**config.mk**
```make
export PLATFORM = sky130hd
export DESIGN_NAME = mmio_uart_tx
export DESIGN_NICKNAME = d
export VERILOG_FILES = /design/src/rtl/mmio_uart_tx.sv
export SDC_FILE = /design/constraint.sdc
export NUM_CORES = 1
export LEC_CHECK = 0
export CORE_MARGIN = 2
export CORE_UTILIZATION = 50
export CTS_CLUSTER_SIZE = 28
export DETAILED_ROUTE_END_ITERATION = 6
export PLACE_DENSITY = 0.86
export SLEW_MARGIN = 25
export SYNTH_ARGS = -nofsm -noshare
export SYNTH_HDL_FRONTEND = slang
export SYNTH_SLANG_ARGS = --single-unit
```
**constraint.sdc**
```tcl
create_clock -name clk -period 2.9 [get_ports clk]
set_input_delay 0.87 -clock clk [delete_from_list [all_inputs] [get_ports clk]]
set_output_delay 0.87 -clock clk [all_outputs]
set_load 0.01 [all_outputs]
```
**src/rtl/mmio_uart_tx.sv**
```systemverilog
// Memory-mapped UART transmitter: TXDATA/STATUS window, TX FIFO and 8N1 serialiser.
// Define UART_PARITY_EN to add an even-parity bit (8E1 frame).
module mmio_uart_tx #(
   parameter int          CLK_PER_BIT = 434,
   parameter int          FIFO_DEPTH  = 8,
   parameter logic [31:0] BASE_ADDR   = 32'h1000_0000
) (
   input  logic        clk,
   input  logic        rst,
   input  logic        sel,
   input  logic        we,
   input  logic [31:0] addr,
   input  logic [31:0] wdata,
   output logic [31:0] rdata,
   output logic        txd,
   output logic        irq
);

   localparam int AW = $clog2(FIFO_DEPTH);
   localparam int CW = (CLK_PER_BIT > 2) ? $clog2(CLK_PER_BIT) : 1;
   localparam logic [CW-1:0] BAUD_LAST = CW'(CLK_PER_BIT - 1);
`ifdef UART_PARITY_EN
   localparam logic PARITY_PRESENT = 1'b1;
`else
   localparam logic PARITY_PRESENT = 1'b0;
`endif

   typedef enum logic [2:0] {
      ST_IDLE   = 3'd0,
      ST_START  = 3'd1,
      ST_DATA   = 3'd2,
      ST_PARITY = 3'd3,
      ST_STOP   = 3'd4
   } state_t;

   state_t        state_r, state_s;
   logic [CW-1:0] baud_r, baud_s;
   logic [2:0]    bit_r, bit_s;
   logic [7:0]    shift_r, shift_s;
   logic          par_r, par_s;
   logic          txd_r, txd_s;
   logic          irq_r, irq_s;
   logic          ovf_r;
   logic [AW:0]   wr_ptr_r, rd_ptr_r, wr_ptr_s, rd_ptr_s;
   logic [7:0]    fifo_mem [FIFO_DEPTH];
   logic          full_s, empty_s, busy_s, pop_s, push_req_s, push_ok_s, drop_s, clr_ovf_s;
   logic [31:0]   status_s;
   logic [7:0]    head_s;

   assign full_s     = (wr_ptr_r[AW] != rd_ptr_r[AW]) && (wr_ptr_r[AW-1:0] == rd_ptr_r[AW-1:0]);
   assign empty_s    = (wr_ptr_r == rd_ptr_r);
   assign busy_s     = (state_r != ST_IDLE);
   assign head_s     = fifo_mem[rd_ptr_r[AW-1:0]];
   assign push_req_s = sel & we & ~addr[2];
   assign clr_ovf_s  = sel & we & addr[2];
   // A full FIFO still accepts a store on the cycle the shifter pops its head.
   assign push_ok_s  = push_req_s & (~full_s | pop_s);
   assign drop_s     = push_req_s & full_s & ~pop_s;
   assign wr_ptr_s   = wr_ptr_r + (AW+1)'(push_ok_s);
   assign rd_ptr_s   = rd_ptr_r + (AW+1)'(pop_s);
   assign status_s   = {27'h0, PARITY_PRESENT, ovf_r, busy_s, empty_s, full_s};
   assign txd        = txd_r;
   assign irq        = irq_r;

   // Load data: STATUS only; TXDATA and deselected reads return zero.
   always_comb begin
      rdata = 32'h0;
      if (sel && addr[2]) begin
         rdata = status_s;
      end else begin
         rdata = 32'h0;
      end
   end

   // Frame sequencer next-state, pop decision and line level.
   always_comb begin
      state_s = state_r;
      baud_s  = baud_r;
      bit_s   = bit_r;
      shift_s = shift_r;
      par_s   = par_r;
      pop_s   = 1'b0;
      txd_s   = 1'b1;
      case (state_r)
         ST_IDLE: begin
            txd_s = 1'b1;
            if (!empty_s) begin
               pop_s   = 1'b1;
               shift_s = head_s;
               par_s   = ^head_s;
               baud_s  = '0;
               bit_s   = 3'd0;
               state_s = ST_START;
            end else begin
               state_s = ST_IDLE;
            end
         end
         ST_START: begin
            txd_s = 1'b0;
            if (baud_r == BAUD_LAST) begin
               baud_s  = '0;
               bit_s   = 3'd0;
               state_s = ST_DATA;
            end else begin
               baud_s = baud_r + CW'(1);
            end
         end
         ST_DATA: begin
            txd_s = shift_r[0];
            if (baud_r == BAUD_LAST) begin
               baud_s  = '0;
               shift_s = {1'b0, shift_r[7:1]};
               if (bit_r == 3'd7) begin
`ifdef UART_PARITY_EN
                  state_s = ST_PARITY;
`else
                  state_s = ST_STOP;
`endif
               end else begin
                  bit_s = bit_r + 3'd1;
               end
            end else begin
               baud_s = baud_r + CW'(1);
            end
         end
         ST_PARITY: begin
            txd_s = par_r;
            if (baud_r == BAUD_LAST) begin
               baud_s  = '0;
               state_s = ST_STOP;
            end else begin
               baud_s = baud_r + CW'(1);
            end
         end
         ST_STOP: begin
            txd_s = 1'b1;
            if (baud_r == BAUD_LAST) begin
               baud_s  = '0;
               state_s = ST_IDLE;
            end else begin
               baud_s = baud_r + CW'(1);
            end
         end
         default: begin
            txd_s   = 1'b1;
            baud_s  = '0;
            state_s = ST_IDLE;
         end
      endcase
      irq_s = (wr_ptr_s == rd_ptr_s) && (state_s == ST_IDLE);
   end

   // Sequencer, line and interrupt registers.
   always_ff @(posedge clk or negedge rst) begin
      if (!rst) begin
         state_r <= ST_IDLE;
         baud_r  <= '0;
         bit_r   <= 3'd0;
         shift_r <= 8'h00;
         par_r   <= 1'b0;
         txd_r   <= 1'b1;
         irq_r   <= 1'b1;
      end else begin
         state_r <= state_s;
         baud_r  <= baud_s;
         bit_r   <= bit_s;
         shift_r <= shift_s;
         par_r   <= par_s;
         txd_r   <= txd_s;
         irq_r   <= irq_s;
      end
   end

   // FIFO storage, pointers and sticky overflow flag.
   always_ff @(posedge clk or negedge rst) begin
      if (!rst) begin
         wr_ptr_r <= '0;
         rd_ptr_r <= '0;
         ovf_r    <= 1'b0;
         for (int i = 0; i < FIFO_DEPTH; i++) begin
            fifo_mem[i] <= 8'h00;
         end
      end else begin
         wr_ptr_r <= wr_ptr_s;
         rd_ptr_r <= rd_ptr_s;
         if (push_ok_s) begin
            fifo_mem[wr_ptr_r[AW-1:0]] <= wdata[7:0];
         end
         if (clr_ovf_s) begin
            ovf_r <= 1'b0;
         end else if (drop_s) begin
            ovf_r <= 1'b1;
         end
      end
   end

`ifdef UART_PARITY_EN
   logic unused_s;
   assign unused_s = ^{addr[31:3], addr[1:0], wdata[31:8], BASE_ADDR};
`else
   logic unused_s;
   assign unused_s = ^{addr[31:3], addr[1:0], wdata[31:8], BASE_ADDR, par_r};
`endif

endmodule

```
==> results of run 1 <==
==> timing repair <==
item	CTS	global route
buffers inserted	1	0
setup endpoints to repair	4	0
resized for setup	6	0
==> routing by layer <==
layer / up-vias / share of wire / wire, µm
met1: 1522 / 0.42 / 3818
met4: 0 / 0.014 / 129
met5: - / 0 / 0
met3: 9 / 0.046 / 420
met2: 76 / 0.52 / 4724
li1: 1424 / - / -
==> flip-flops by register name, indices dropped and copies added (netlist names) <==
signal,cells
state_r,3
rd_ptr_r,4
shift_r,8
ovf_r,1
wr_ptr_r,4
fifo_mem,64
baud_r,9
bit_r,3
txd,1
irq,1
par_r,1
==> placed cells by master, fill, tap and decap left out, types with 6 or more instances in the layout <==
cell type / n
nand3_1: 10
ha_1: 8
buf_12: 6
clkdlybuf4s50_1: 12
conb_1: 28
clkbuf_8: 9
mux4_2: 16
dfrtp_1: 97
mux2i_1: 9
a21oi_1: 11
nor2_1: 18
xnor2_1: 12
mux2_2: 62
buf_4: 17
o21ai_0: 25
xor2_1: 7
nand2_1: 23
==> worst max-delay path, cell delays in order (launching register included) <==
cell and delay, ns:
dfrtp_1 0.42, xor2_1 0.19, or4b_4 0.57, nor2_1 0.11
dlygate4sd2_1 0.27
==> path summary, 6_finish.rpt <==
kind                       slack [ns]     endpoint  cells after the start
setup / recovery                 0.11     rdata[1]                      4
hold / removal                   0.47        ovf_r                      1
setup reg to reg                 0.28          irq                      9
hold reg to reg                  0.49     bit_r[0]                      1
max in group asynchronous        1.74  fifo_mem[7]                      2
min in group clk                 0.49     bit_r[0]                      1
==> layout make-up <==
| cell class | count | area, µm² | area share |
|---|---|---|---|
| clock buffers | 9 | 123.9 | 0.02223 |
| clock inverters | 7 | 93.84 | 0.01684 |
| inverters | 5 | 18.77 | 0.003368 |
| multi-input cells | 274 | 2278 | 0.4088 |
| flip-flops and latches | 99 | 2480 | 0.4450 |
| well taps | 133 | 166.4 | 0.02986 |
| repair buffers | 40 | 411.6 | 0.07387 |
==> report_power, final <==
| group | switching [mW] | leakage (nW) | total (mW) | internal, mW |
|---|---|---|---|---|
| clock | 0.523 | 0.112 | 0.949 | 0.426 |
| sequential | 0.317 | 1.27 | 2.23 | 1.92 |
| combinational | 1.11 | 1.17 | 2.37 | 1.26 |
| total | 1.95 | 2.56 | 5.55 | 3.60 |
==> logic make-up (layout without fill, tap and decap cells) <==
kind of cell	after synthesis	in the layout	share of synthesized area
AOI/OAI and AO/OA	46	46	0.05273
other	1	28	0.0007527
xor gates and xnor gates	19	19	0.03340
adders and majority gates	8	8	0.02009
muxes	89	89	0.2351
buffers and inverters	51	61	0.06605
and+or+nand+nor	84	84	0.09418
DFF	99	99	0.4977
==> key figures, run 1 <==
STA
  – Setup TNS: 0 ns
  – Worst-margin pin slew: between 0.5 and 0.6 ns
  – Relative slew slack: 0.6490
  – Min Tclk post-route: between 2 and 3 ns
  – Final setup margin: 0.1080 ns
  – Worst Skew: between 0.01 and 0.015 ns
  – Final setup fails: 0
  – Fmax achieved: 358.2 MHz
  – Max Slew Vio Count: 0
  – RSZ-0062 raised after global routing: no
  – Final Hold Fails: 0
  – Tcrit/Tclk final: 0.9627
  – Min Hold Slack: about 0.47 ns

Layout
  – Fin area: between 5000 and 6000 µm²
  – Area growth syn-to-layout: 11.85%
  – Core Util, Final: 0.5728
  – Share of layout cells above drive strength 1: 0.3018
  – # nets final: 505
  – Diodes inserted: 0
  – Filler cell count in the final layout: 777
  – Non-filler cells, final: 567

GRT
  – M2 GR Usage: 0.3172
  – Vias in the first global route: 3187
  – GRT overflow: 0
  – GRT met3 Usage: 0.04216
  – Initial antenna violation count: 0
  – Pin count of the biggest net entering global routing: 60
  – First-pass GRT wire length: about 16000 µm
  – Global route hottest layer: met2
  – GR Util All Layers: 0.1843
  – Met1 usage: 0.2302

Synth
  – Yosys reg bits: between 90 and 100
  – Ys flop type: dfrtp_1
  – Yosys cell types: 48
  – Fraction of registers with async set/reset: 1.000
  – Synthesis warning total: 0
  – EDFF count, synth: 0
  – Area of the mapped netlist: around 5000 µm²
  – Seq/Total Area, Yosys: 0.4977
  – Syn avg cell area: 12.55 µm²
  – Cells after synthesis: between 300 and 400
  – Post-synth top area cell: dfrtp_1
  – Synth cell count leaders: dfrtp_1, mux2_2, buf_4
  – Area share of the largest cell type after synthesis: 0.4872
  – Synth top area cells: dfrtp_1, mux2_2, mux4_2, buf_4, o21ai_0
  – Most frequent cell after synthesis: dfrtp_1

Floorplanning
  – Core area: 9729 µm²
  – Initial Util: 0.5121
  – Die height: 103.8 µm
  – IO Pins: 102
  – Die area: 10780 µm²
  – Site Rows: 36
  – Die width: 103.8 µm

Setup path
  – Worst-path maximum fanout: 4
  – WP data arrival: 1.92 ns
  – Required time of the worst setup path: ~2.0 ns
  – Crit path kind: flip-flop to primary output
  – Crit path launch: wr_ptr_r[0]
  – Reg-to-reg critical path startpoint: wr_ptr_r[0]
  – Worst setup SP type: flip-flop
  – Worst Setup End Kind: primary output

Clock network
  – H-tree levels: 3
  – Worst-path clk slew: ~0.1 ns
  – Hold_buf cts: 0
  – CTS sink cnt: 99
  – Clk Latency, worst-skew pair: 0.37 ns
  – Clock root buffer master: clkbuf_8
  – CTS max path bufs: 2
  – CTS buffer count: 9
  – CTS tree: done

Power
  – VDD IR-drop max: 486.1 µV
  – Leakage: around 2.6 nW
  – Power Total: 5.554 mW
  – Pwr dens: ~1000 nW/µm²

Route
  – DR vias/cell: 5.346
  – WL final: around 9100 µm
  – DR pass1 iterations: 4
  – Routed Antenna Nets: 0
  – Vias post-DR: 3031
  – Initial drt markers: 87
  – DRC violations left: 0
  – Routed wire length per instance: 16.04 µm

Job
  – Max-cap check violation count: 0

Placement
  – Dpl cell area: 5350 µm²
  – PortBufs: 18
  – Placed cells: 550
  – RD Place Congestion: 0.7822
  – DP Worst Slack: -0.1140 ns
  – DPL Wire Length: 6414 µm

Hold path
  – Hold Crit Class: primary input to async pin

Status
  – Status: completed
(Power assumes the default switching activity.)
==> run 2, diff against run 1 <==
Settings changed: TNS_END_PERCENT set to 50.
==> results of run 2 <==
Final layout, timing and power as in run 1 (identical DEF).
==> run 3, diff against run 2 <==
Settings changed: SKIP_LAST_GASP set to 1.
==> run 3 against run 2 <==
  * The flow now finishes with violations (setup timing)
  * Combinational power barely moved
  * Via count did not move
  * Sequential cell count stayed put
  * Critical path depth unchanged
  * Total power barely moved
  * First-iteration DRC count down 2.3%
  * Highest routed layer unchanged
==> key figures, run 3 (synthesis gave the netlist of run 1 again) <==
Layout
  – Area growth syn-to-layout: 11.95% (about the same)
  – Commonest non-fill, non-tap cells in the layout: dfrtp_1, mux2_2, conb_1, o21ai_0, nand2_1
  – Max reg flops: 64 (unchanged)
  – # nets final: 505 (unchanged)
  – Most common cell after layout, fill and taps aside: dfrtp_1
  – Largest registers: fifo_mem x64, baud_r x9, shift_r x8
  – Diodes inserted: 0 (unchanged)
  – Biggest register: fifo_mem
  – Share of layout cells above drive strength 1: 0.3018 (unchanged)

Setup path
  – Crit-path slowest cell: clkdlybuf4s50_1
  – WP data arrival: 2.08 ns (+0.16 ns)
  – Crit path kind: primary input to primary output
  – Worst Setup End Kind: primary output
  – CP Cell Sequence: clkdlybuf4s50_1, nand2_1, nor2_1, clkdlybuf4s50_1
  – Worst-path maximum fanout: 4 (unchanged)
  – Worst stage delay on the critical path: 0.53 ns (-0.04 ns)
  – Crit path top cell by count: clkdlybuf4s50_1
  – Worst setup SP type: primary input
  – Required time of the worst setup path: 2.03 ns (about the same)

GRT
  – First-pass GRT wire length: 15660 µm (unchanged)
  – GRT overflow: 0 (unchanged)
  – Vias in the first global route: 3187 (unchanged)
  – Initial antenna violation count: 0 (unchanged)
  – Pin count of the biggest net entering global routing: 60 (unchanged)
  – GR Util All Layers: 0.1843 (unchanged)

Power
  – Leakage: 2.569 nW (+0.41%)
  – Combinational fraction of design power: 0.427 (about the same)
  – P_sw: 1.954 mW (about the same)
  – Clk pwr share: 0.171 (about the same)
  – Cell-internal power: 3.603 mW (about the same)
  – Flop pwr share: 0.402 (about the same)
  – VDD IR-drop max: 486.2 µV (about the same)
  – Switching Fraction: 0.3516 (about the same)
  – Power Total: 5.557 mW (about the same)
  – Pwr dens: 996.3 nW/µm² (about the same)

Status
  – Failing checks: setup timing
  – Status: finished, violations left

Floorplanning
  – Die area: 10780 µm² (unchanged)
  – Die width: 103.8 µm (unchanged)
  – Site Rows: 36 (unchanged)
  – Core area: 9729 µm² (unchanged)
  – Initial Util: 0.5121 (unchanged)
  – Die height: 103.8 µm (unchanged)
  – IO Pins: 102 (unchanged)

STA
  – Fmax achieved: 338.4 MHz (-5.5%)
  – Relative slew slack: 0.6491 (about the same)
  – Final setup margin: -0.05489 ns (-0.1629 ns)
  – Max Slew Vio Count: 0 (unchanged)
  – RSZ-0062 raised after global routing: yes
  – Min Tclk post-route: 2.955 ns (+0.1629 ns)
  – Worst Skew: 0.01187 ns (unchanged)
  – Final setup fails: 1 (+1)
  – Tcrit/Tclk final: 1.019 (+0.05618)
  – Worst-margin pin slew: 0.5264 ns (-0.0001816 ns)
  – Final Hold Fails: 0 (unchanged)

Clock network
  – CTS max path bufs: 2 (unchanged)
  – Worst-path clk slew: 0.10 ns (about the same)
  – CTS buffer count: 9 (unchanged)
  – Clock root buffer master: clkbuf_8
  – CTS tree: done
  – Clk Latency, worst-skew pair: 0.37 ns (about the same)
  – H-tree levels: 3 (unchanged)
  – CTS sink cnt: 99 (unchanged)

Route
  – WL final: 9113 µm (+0.22%)
  – Vias post-DR: 3031 (unchanged)
  – Initial drt markers: 85 (-2.3%)
  – DR vias/cell: 5.346 (unchanged)
  – DRC violations left: 0 (unchanged)
  – Routed Antenna Nets: 0 (unchanged)
  – Routed wire length per instance: 16.07 µm (+0.22%)
  – DR pass1 iterations: 4 (unchanged)

Hold path
  – Hold Crit Class: primary input to async pin

Placement
  – PortBufs: 18 (unchanged)
  – DP Worst Slack: -0.1140 ns (unchanged)
  – DPL Wire Length: 6414 µm (unchanged)
  – RD Place Congestion: 0.7822 (unchanged)

Job
  – Max-cap check violation count: 0 (unchanged)
run 3: changes by cell type in the layout (fill, tap and decap cells not counted):
cell / previous run / this run
dlygate4sd2_1: 5 / 3
dlymetal6s2s_1: 0 / 1
clkdlybuf4s50_1: 12 / 13
run 3: final timing paths:
kind / startpoint / endpoint / slack [ns] / depth (start not counted)
max in group asynchronous: rst / fifo_mem[7] / 1.74 / 2
worst min register to register: bit_r[0] / bit_r[0] / 0.49 / 1
min in group clk: bit_r[0] / bit_r[0] / 0.49 / 1
worst min-delay path: rst / ovf_r / 0.47 / 1
worst max-delay path: addr[2] / rdata[2] / -0.05 / 4
worst max register to register: wr_ptr_r[0] / irq / 0.28 / 9
run 3: cell type report:
class	count	area (µm²)
clock buffer	9	123.9
fill	776	4151
multi-input combinational	274	2278
clock inverter	7	93.84
tap	133	166.4
inverter	5	18.77
sequential	99	2480
timing repair buffer	40	416.7
run 3: power by group through the flow:
stage / registers, mW / clock network (mW) / logic [mW]
2_1_floorplan: 2.14 / 0 / 1.96
3_3_place_gp: 2.20 / 0 / 2.25
3_5_place_dp: 2.26 / 0 / 2.37
4_1_cts: 2.24 / 0.982 / 2.40
5_1_grt: 2.31 / 1.03 / 2.61
6_report: 2.23 / 0.949 / 2.37
run 3: layer usage:
| metal | vias to the layer above | GRT usage | share of wire |
|---|---|---|---|
| li1 | 1424 | - | - |
| met5 | - | 0 | 0 |
| met2 | 76 | 0.3172 | 0.52 |
| met3 | 9 | 0.04216 | 0.046 |
| met1 | 1522 | 0.2302 | 0.42 |
| met4 | 0 | 0.06178 | 0.014 |
run 3: worst max-delay path: cells and delay by family:
kind	cells	cell delay (ns)
buf+inv	2	1.04
simple gates	2	0.17
run 3: timing repair:
| action | 4_1_cts | 5_1_grt |
|---|---|---|
| setup buffers | 1 | 0 |
| hold buffers | 0 | 0 |
| pin swaps | 1 | 0 |
| gates resized for setup | 4 | 1 |
| endpoints found under the setup margin | 4 | 2 |
run 3: stage by stage:
step | cell area [µm²] | utilization | instances | hold WS [ns] | TNS [ns]
after global routing | 5578 | 0.5733 | 567 | 0.4982 | -0.09603
final | 5578 | 0.5733 | 567 | 0.4675 | -0.05489
after detailed placement | 5350 | 0.5499 | 550 | 0.4762 | -0.7122
after floorplan | 5084 | - | 424 | 0.4458 | 0
after global placement | 5350 | 0.5499 | 550 | 0.4642 | -0.4191
after CTS | 5575 | 0.5730 | 567 | 0.4718 | -0.1161
